## config.mk

```make
export PLATFORM = sky130hd
export DESIGN_NAME = player_sprite_drawer
export DESIGN_NICKNAME = d
export VERILOG_FILES = /design/src/rtl/player_sprite_drawer_pkg.sv /design/src/rtl/player_sprite_drawer_hit_test.sv /design/src/rtl/player_sprite_drawer.sv
export SDC_FILE = /design/constraint.sdc
export NUM_CORES = 1
export LEC_CHECK = 0
export ABC_AREA = 1
export BUFFER_PORTS_ARGS = -buffer_cell sky130_fd_sc_hd__buf_4
export CAP_MARGIN = 30
export CORE_ASPECT_RATIO = 2
export CORE_MARGIN = 8
export CORE_UTILIZATION = 32
export DETAILED_ROUTE_END_ITERATION = 10
export PLACE_DENSITY = 0.6
export SYNTH_ARGS = -nofsm -noshare
export SYNTH_HDL_FRONTEND = slang
export SYNTH_SLANG_ARGS = --single-unit
```

## constraint.sdc

```tcl
create_clock -name clk -period 6.1 [get_ports clk]
set_clock_uncertainty 0.05 [all_clocks]
set_input_delay 1.83 -clock clk [delete_from_list [all_inputs] [get_ports clk]]
set_output_delay 1.83 -clock clk [all_outputs]
set_load 0.005 [all_outputs]
```

## src/rtl/player_sprite_drawer_pkg.sv

```systemverilog
// Shared types and constants for the player sprite drawer and the object hit tester.
// The object state is the controller's 5-field record: {img_id, x, y, width, height}.
package player_sprite_drawer_pkg;

  localparam int COORD_W = 11;

  localparam int OBJ_IMG = 0;
  localparam int OBJ_X   = 1;
  localparam int OBJ_Y   = 2;
  localparam int OBJ_W   = 3;
  localparam int OBJ_H   = 4;

  localparam logic [7:0] TRANSPARENT_RGB = 8'hFF;

  typedef logic [0:4][0:10] object_state_t;

  typedef struct packed {
    logic [COORD_W-1:0] img_id;
    logic [COORD_W-1:0] x;
    logic [COORD_W-1:0] y;
    logic [COORD_W-1:0] w;
    logic [COORD_W-1:0] h;
  } obj_fields_t;

  // Fields are stored MSB-first ([0:10]), so a plain copy keeps numeric values intact.
  function automatic obj_fields_t unpack_state(input object_state_t s);
    obj_fields_t f;
    f.img_id = s[OBJ_IMG];
    f.x      = s[OBJ_X];
    f.y      = s[OBJ_Y];
    f.w      = s[OBJ_W];
    f.h      = s[OBJ_H];
    return f;
  endfunction

endpackage

```

## src/rtl/player_sprite_drawer_hit_test.sv

```systemverilog
// Combinational box test of one pixel against an object rectangle, plus the
// pixel's position relative to the box origin for sprite ROM addressing.
module object_hit_test
  import player_sprite_drawer_pkg::*;
#(
  parameter int MAX_W = 64,
  parameter int MAX_H = 64,
  localparam int XW = $clog2(MAX_W),
  localparam int YW = $clog2(MAX_H)
) (
  input  logic [COORD_W-1:0] pixelX,
  input  logic [COORD_W-1:0] pixelY,
  input  logic               pixel_valid,
  input  logic [COORD_W-1:0] obj_x,
  input  logic [COORD_W-1:0] obj_y,
  input  logic [COORD_W-1:0] obj_w,
  input  logic [COORD_W-1:0] obj_h,
  output logic               hit,
  output logic [XW-1:0]      rel_x,
  output logic [YW-1:0]      rel_y
);

  logic [COORD_W-1:0] diff_x, diff_y;
  logic [COORD_W:0]   end_x, end_y;
  logic               in_x, in_y;

  always_comb begin
    diff_x = pixelX - obj_x;
    diff_y = pixelY - obj_y;
    // One extra bit so a box near the right/bottom edge cannot wrap past zero.
    end_x  = {1'b0, obj_x} + {1'b0, obj_w};
    end_y  = {1'b0, obj_y} + {1'b0, obj_h};
    in_x   = (pixelX >= obj_x) && ({1'b0, pixelX} < end_x) && (diff_x < COORD_W'(MAX_W));
    in_y   = (pixelY >= obj_y) && ({1'b0, pixelY} < end_y) && (diff_y < COORD_W'(MAX_H));
    hit    = pixel_valid && in_x && in_y;
    rel_x  = diff_x[XW-1:0];
    rel_y  = diff_y[YW-1:0];
  end

endmodule

```

## src/rtl/player_sprite_drawer.sv

```systemverilog
// Per-pixel draw data for the player object: frame-latched shadow state, box hit test,
// sprite ROM addressing and transparent-colour keying at a fixed 3-cycle latency.
module player_sprite_drawer
  import player_sprite_drawer_pkg::*;
#(
  parameter int         MAX_W       = 64,
  parameter int         MAX_H       = 64,
  parameter int         ADDR_W      = 19,
  parameter logic [7:0] TRANSPARENT = TRANSPARENT_RGB
) (
  input  logic                clk,
  input  logic                resetN,
  input  logic                frame_start,
  input  object_state_t       object_state,
  input  logic [COORD_W-1:0]  pixelX,
  input  logic [COORD_W-1:0]  pixelY,
  input  logic                pixel_valid,
  output logic [ADDR_W-1:0]   rom_addr,
  input  logic [7:0]          rom_data,
  output logic                drawing_request,
  output logic [7:0]          rgb_out
);

  localparam int XW     = $clog2(MAX_W);
  localparam int YW     = $clog2(MAX_H);
  localparam int FULL_W = COORD_W + YW + XW;

  object_state_t      shadow;
  obj_fields_t        obj;
  logic               hit, hit1, hit2;
  logic [XW-1:0]      rel_x;
  logic [YW-1:0]      rel_y;
  logic [FULL_W-1:0]  addr_full;

  // Shadow copy taken once per frame; a pixel in the frame_start cycle still sees the old copy.
  // NOTE: all state uses non-blocking assignments and an async reset, so every register
  // updates from pre-edge values and clears the instant resetN falls.
  always_ff @(posedge clk or negedge resetN) begin
    if (!resetN) shadow <= '0;
    else if (frame_start) shadow <= object_state;
  end

  always_comb obj = unpack_state(shadow);

  object_hit_test #(
    .MAX_W(MAX_W),
    .MAX_H(MAX_H)
  ) u_hit_test (
    .pixelX      (pixelX),
    .pixelY      (pixelY),
    .pixel_valid (pixel_valid),
    .obj_x       (obj.x),
    .obj_y       (obj.y),
    .obj_w       (obj.w),
    .obj_h       (obj.h),
    .hit         (hit),
    .rel_x       (rel_x),
    .rel_y       (rel_y)
  );

  // Power-of-2 slot and stride make img_id*MAX_W*MAX_H + rel_y*MAX_W + rel_x a plain concat.
  always_comb addr_full = {obj.img_id, rel_y, rel_x};

  always_ff @(posedge clk or negedge resetN) begin
    if (!resetN) begin
      hit1            <= 1'b0;
      hit2            <= 1'b0;
      rom_addr        <= '0;
      drawing_request <= 1'b0;
      rgb_out         <= '0;
    end else begin
      hit1 <= hit;
      if (hit) rom_addr <= ADDR_W'(addr_full);
      hit2            <= hit1;
      drawing_request <= hit2 && (rom_data != TRANSPARENT);
      rgb_out         <= rom_data;
    end
  end

endmodule

```

# Word level (Yosys, flattened, before mapping)
# Cells that the tools add are included.
[word_totals] reg_bits=81 out_inout_bits=28
[op_classes] n_addsub=4 magnitude_cmp=6 eq_ne=1 n_reduce_logical=7
[ops] op="$add A11 B11 Y12" n=2
[ops] op="$lt A11 B12 Y1" n=2
[ops] op="$ge A11 B11 Y1" n=2
[ops] op="$lt A11 B7 Y1 const B" n=2
[ops] op="$sub A11 B11 Y11" n=2
[ops] op="$ne A8 B8 Y1 const B" n=1
[ops] op="$logic_and A1 B1 Y1" n=7

# Logic depth before layout (Yosys ltp)
[depth] depth_word=6 ltp_mapped=20 depth_no_buf=19

# Modules after synthesis
# Synthesis repeated with hierarchy kept, for this count alone.
[unflattened] cells_unflattened=733 area_unflattened_um2=5675.4
[by_module_without_submodules] module="player_sprite_drawer" instances=1 cells_per_inst=307 area_per_inst_um2=3040.4
[by_module_without_submodules] module="object_hit_test" instances=1 cells_per_inst=426 area_per_inst_um2=2635.0

# Least setup slack after synthesis
# No wires, ideal clock.
[synth_path] kind="input port to flip-flop" from="input pixelX[0]" to="register rom_addr[12]" setup_time_ns=0.117 arrival_ns=3.735 setup_slack_ns=2.198 stages=18 path_cell_list="inv_1 ha_1 fa_1 inv_1 nand2_1 nand2_1 nand3_1 nand2_1 nand2_1 nand2_1 nand2_1 nor2_2 nand3_2 nor3_4 nand2_4 buf_6 nand2_1 o21ai_2"
[synth_via] elab_chain_len=5 word_cells_on_any_way=8
[synth_lines] item="from (decl)" line_no="player_sprite_drawer.sv:15" rtl="input logic [COORD_W-1:0] pixelX,"
[synth_lines] item="$sub A11 B11 Y11, or another cell as far along" line_no="player_sprite_drawer_hit_test.sv:28" rtl="diff_x = pixelX - obj_x;"
[synth_lines] item="$lt A11 B7 Y1 or $logic_and A1 B1 Y1 (tied branches)" line_no="player_sprite_drawer_hit_test.sv:33" rtl="in_x = (pixelX >= obj_x) && ({1'b0, pixelX} < end_x) && (diff_x < COORD_W'(MAX_W));"
[synth_lines] item="$logic_and A1 B1 Y1 (*)" line_no="player_sprite_drawer_hit_test.sv:33"
[synth_lines] item="$logic_and A1 B1 Y1 (*) (2 in series)" line_no="player_sprite_drawer_hit_test.sv:35" rtl="hit = pixel_valid && in_x && in_y;"
[synth_lines] item="to (signal assigned)" line_no="player_sprite_drawer.sv:73" rtl="if (hit) rom_addr <= ADDR_W'(addr_full);"
[synth_lines] item="to (decl)" line_no="player_sprite_drawer.sv:18" rtl="output logic [ADDR_W-1:0] rom_addr,"
# Mark *: on every way between the ends. The rest lies on a longest branch, timed or not.
# A chain may end at the register's enable or synchronous reset.

# Worst setup path after layout
[layout_path] from="input pixelX[0]" to="register rom_addr[0]"
[layout_via] elab_chain_len=5 word_cells_on_any_way=8
[layout_lines] item="$sub A11 B11 Y11, or another cell as far along" line_no="player_sprite_drawer_hit_test.sv:28"
[layout_lines] item="$lt A11 B7 Y1 or $logic_and A1 B1 Y1 (tied branches)" line_no="player_sprite_drawer_hit_test.sv:33"
[layout_lines] item="$logic_and A1 B1 Y1" line_no="player_sprite_drawer_hit_test.sv:33"
[layout_lines] item="$logic_and A1 B1 Y1 (2 in series)" line_no="player_sprite_drawer_hit_test.sv:35"
# Several ways; a longest one is shown, not always the timed one.

==> results.md <==
- Crit share post-route: 68.2%
- Met3 wire len: 895 um
- Post-synth EDFFs: 0
- Main synth FF type: dfrtp_1
- Post-DP HPWL: between 10000 and 15000 um
- Peak VDD IR: between 0.1 and 0.15 mV
- Area of the die: ~22000 um^2
- DR pass1 iterations: 4
- GR Overflow Total: 0
- Initial Util: 32.3%
- Area Overhead vs Synth: 24.7%
- Clk Latency, worst-skew pair: 0.34 ns
- Post-synth cell types: 33
- Chip Width: 110 um
- Status: finished, final reports clean
- Gates resized, CTS repair: 0
- Largest net degree at the start of global routing: 80
- Postcts setup bufs: 0
- DRT iter0 DRCs: 194
- CTS sink cnt: 81
- Met1 wire length: about 6500 um
- Least-Margin Pin Slew: 0.746 ns
- Share of cells above drive strength 1: 22.0%
- Initial antenna violation count: 0
- H-tree depth: 3
- FP Rows: 69
- Element type at the critical path start: input port
- Top routing layer in use: met4
- Leakage: between 3 and 4 nW
- Vias per inst: between 4 and 5
- Ys async rst share: 100%
- WP data arrival: 4.33 ns
- Seq/Total Area, Yosys: 35.8%
- CTS Root Cell: clkbuf_16
- Dominant cells by area after synthesis: dfrtp_1 36%, ha_1 14%, nand2_1 12%
- Syn_area_per_cell: 8.12 um^2
- Post-Syn Area: 5670 um^2
- Count leader, synth: nand2_1
- Setup-failing EPs final: 0
- Post-Place Worst Slack: 1.56 ns
- Crit path max fanout: 33
- Synth warn: 0
- Maximum root-to-sink buffer count: 2
- I/O Pins: roughly 120
- Post-CTS Hold Fix Bufs: 0
- Wire length of the first global-routing pass: approximately 24000 um
- RSZ-0062 raised after global routing: false
- Setup TNS Final: 0 ns
- Worst Setup End Kind: flip-flop
- Synth cell count leaders: 185 x nand2_1, 96 x inv_1, 81 x dfrtp_1
- Global Route Usage Sum: 13.1%
- Finished Core Util: between 40% and 50%
- # nets final: 967
- Core Region: 17500 um^2
- Number of max-cap violations: 0
- Synth Instances: 698
- WP data required: 6.27 ns
- Die H: approximately 200 um
- Fmax achieved: 0.241 GHz
- WHS: 0.314 ns
- Fillers: 1801
- Hold/Removal Path Class: reg -> reg
- Post-layout minimum cycle time: 4.16 ns
- CTS Buf Count: 9
- Final worst slack: 1.94 ns
- Wirelength per Cell: 14.0 um
- Synth area leader: dfrtp_1
- CTS tree: done
- Port Buffers: 112
- Critical path type: in -> reg
- Metal2 WL: about 6800 um
- Clock transition at the registers of the reported paths: 0.07 ns
- Detail Route Antenna Nets: 0
- Final Hold Fails: 0
- Number of synthesized register bits: 81
- Antenna cells: 0
- Post-Route WL: 14400 um
- Mapped Nets: roughly 860
- Final Slew Violations: 0
- Share of the synthesized area in the top cell type: a little over a third
- Via count: 4845
- DR DRC count: 0
- Pwr dens: 254 nW/um^2
- Placer congestion estimate: 0.879
- Slew HR: between 50 and 60%
- Vias in the first global route: between 5000 and 6000
==> cells in the final DEF, fill, tap and decap left out, types with 4 or more instances in the layout <==
cell / n
nand2_1: 185
buf_4: 112
inv_1: 96
dfrtp_1: 81
ha_1: 64
a21oi_1: 38
o21ai_0: 38
nor2_1: 36
nand3_1: 29
mux2_2: 23
xor2_1: 14
xnor2_1: 13
o21ai_2: 13
nand4_1: 11
clkbuf_16: 9
a31oi_1: 5
nor2_2: 5
o21a_1: 4
nand3b_1: 4
fa_1: 4
==> path summary, 6_finish.rpt <==
kind	startpoint	slack (ns)	cells past startpoint	end
max	pixelX[0]	1.94	18	rom_addr[0]$_DFFE_PN0P_
min	hit1$_DFF_PN0_	0.31	0	hit2$_DFF_PN0_
max reg2reg	obj[22]$_DFFE_PN0P_	2.29	18	rom_addr[0]$_DFFE_PN0P_
min reg2reg	hit1$_DFF_PN0_	0.31	0	hit2$_DFF_PN0_
max in group asynchronous	resetN	4.03	2	obj[24]$_DFFE_PN0P_
min in group asynchronous	resetN	1.38	1	obj[39]$_DFFE_PN0P_
==> metal layers <==
metal / track usage [%] / vias to the layer above
met5: 0 / -
met4: 4.07 / 0
met3: 3.25 / 18
met2: 21.5 / 126
met1: 16.2 / 2193
li1: - / 2508
==> sequential cells by signal (all words and copies together) (netlist names) <==
register         count
obj                 44
rom_addr            19
rgb_out              8
addr_full            7
drawing_request      1
hit1                 1
hit2                 1
==> logic make-up (layout without fill, tap and decap cells) <==
logic type / after synthesis / after routing / synth area share [%]
buffers and inverters: 110 / 227 / 7.68
adder cells (fa/ha/maj): 68 / 68 / 15.5
multiplexers: 23 / 23 / 4.57
XOR/XNOR: 27 / 27 / 4.17
AND/OR/NAND/NOR: 279 / 279 / 20.8
AO/OA/AOI/OAI: 110 / 110 / 11.4
flip-flops: 81 / 81 / 35.8
==> cell type report <==
class,instances,area [um^2],share of cell area (%)
well taps,213,267,3.77
clock buffers,9,225,3.19
flip-flops and latches,81,2030,28.7
inverters,98,368,5.20
multi-input cells,507,3210,45.4
repair buffers,113,868,12.3
clock inverters,7,108,1.52
==> through the flow <==
stage / cell area [um^2] / instances / power (mW)
5_1_grt: 7070 / 1028 / 1.93
3_5_place_dp: 6740 / 1012 / 1.20
3_3_place_gp: 6710 / 1011 / 1.18
6_report: 7070 / 1028 / 1.80
4_1_cts: 7070 / 1028 / 1.83
2_1_floorplan: 5670 / 698 / 1.02
==> worst max-delay path, stage by stage <==
cell	delay (ns)
buf_4	0.08
inv_1	0.04
ha_1	0.25
fa_1	0.44
inv_1	0.12
nand2_1	0.06
nand2_1	0.08
nand3_1	0.11
nand2_1	0.08
nand2_1	0.05
nand2_1	0.05
nand2_1	0.08
nor2_2	0.10
nand3_2	0.08
nor3_4	0.30
nand2_4	0.32
nand2_1	0.17
o21ai_2	0.06
==> report_power, final <==
group / switching [mW] / internal [mW]
registers: 0.0215 / 0.572
logic: 0.338 / 0.254
clock network: 0.244 / 0.367
total: 0.603 / 1.19
No activity file was read; power rests on OpenSTA's default activity.
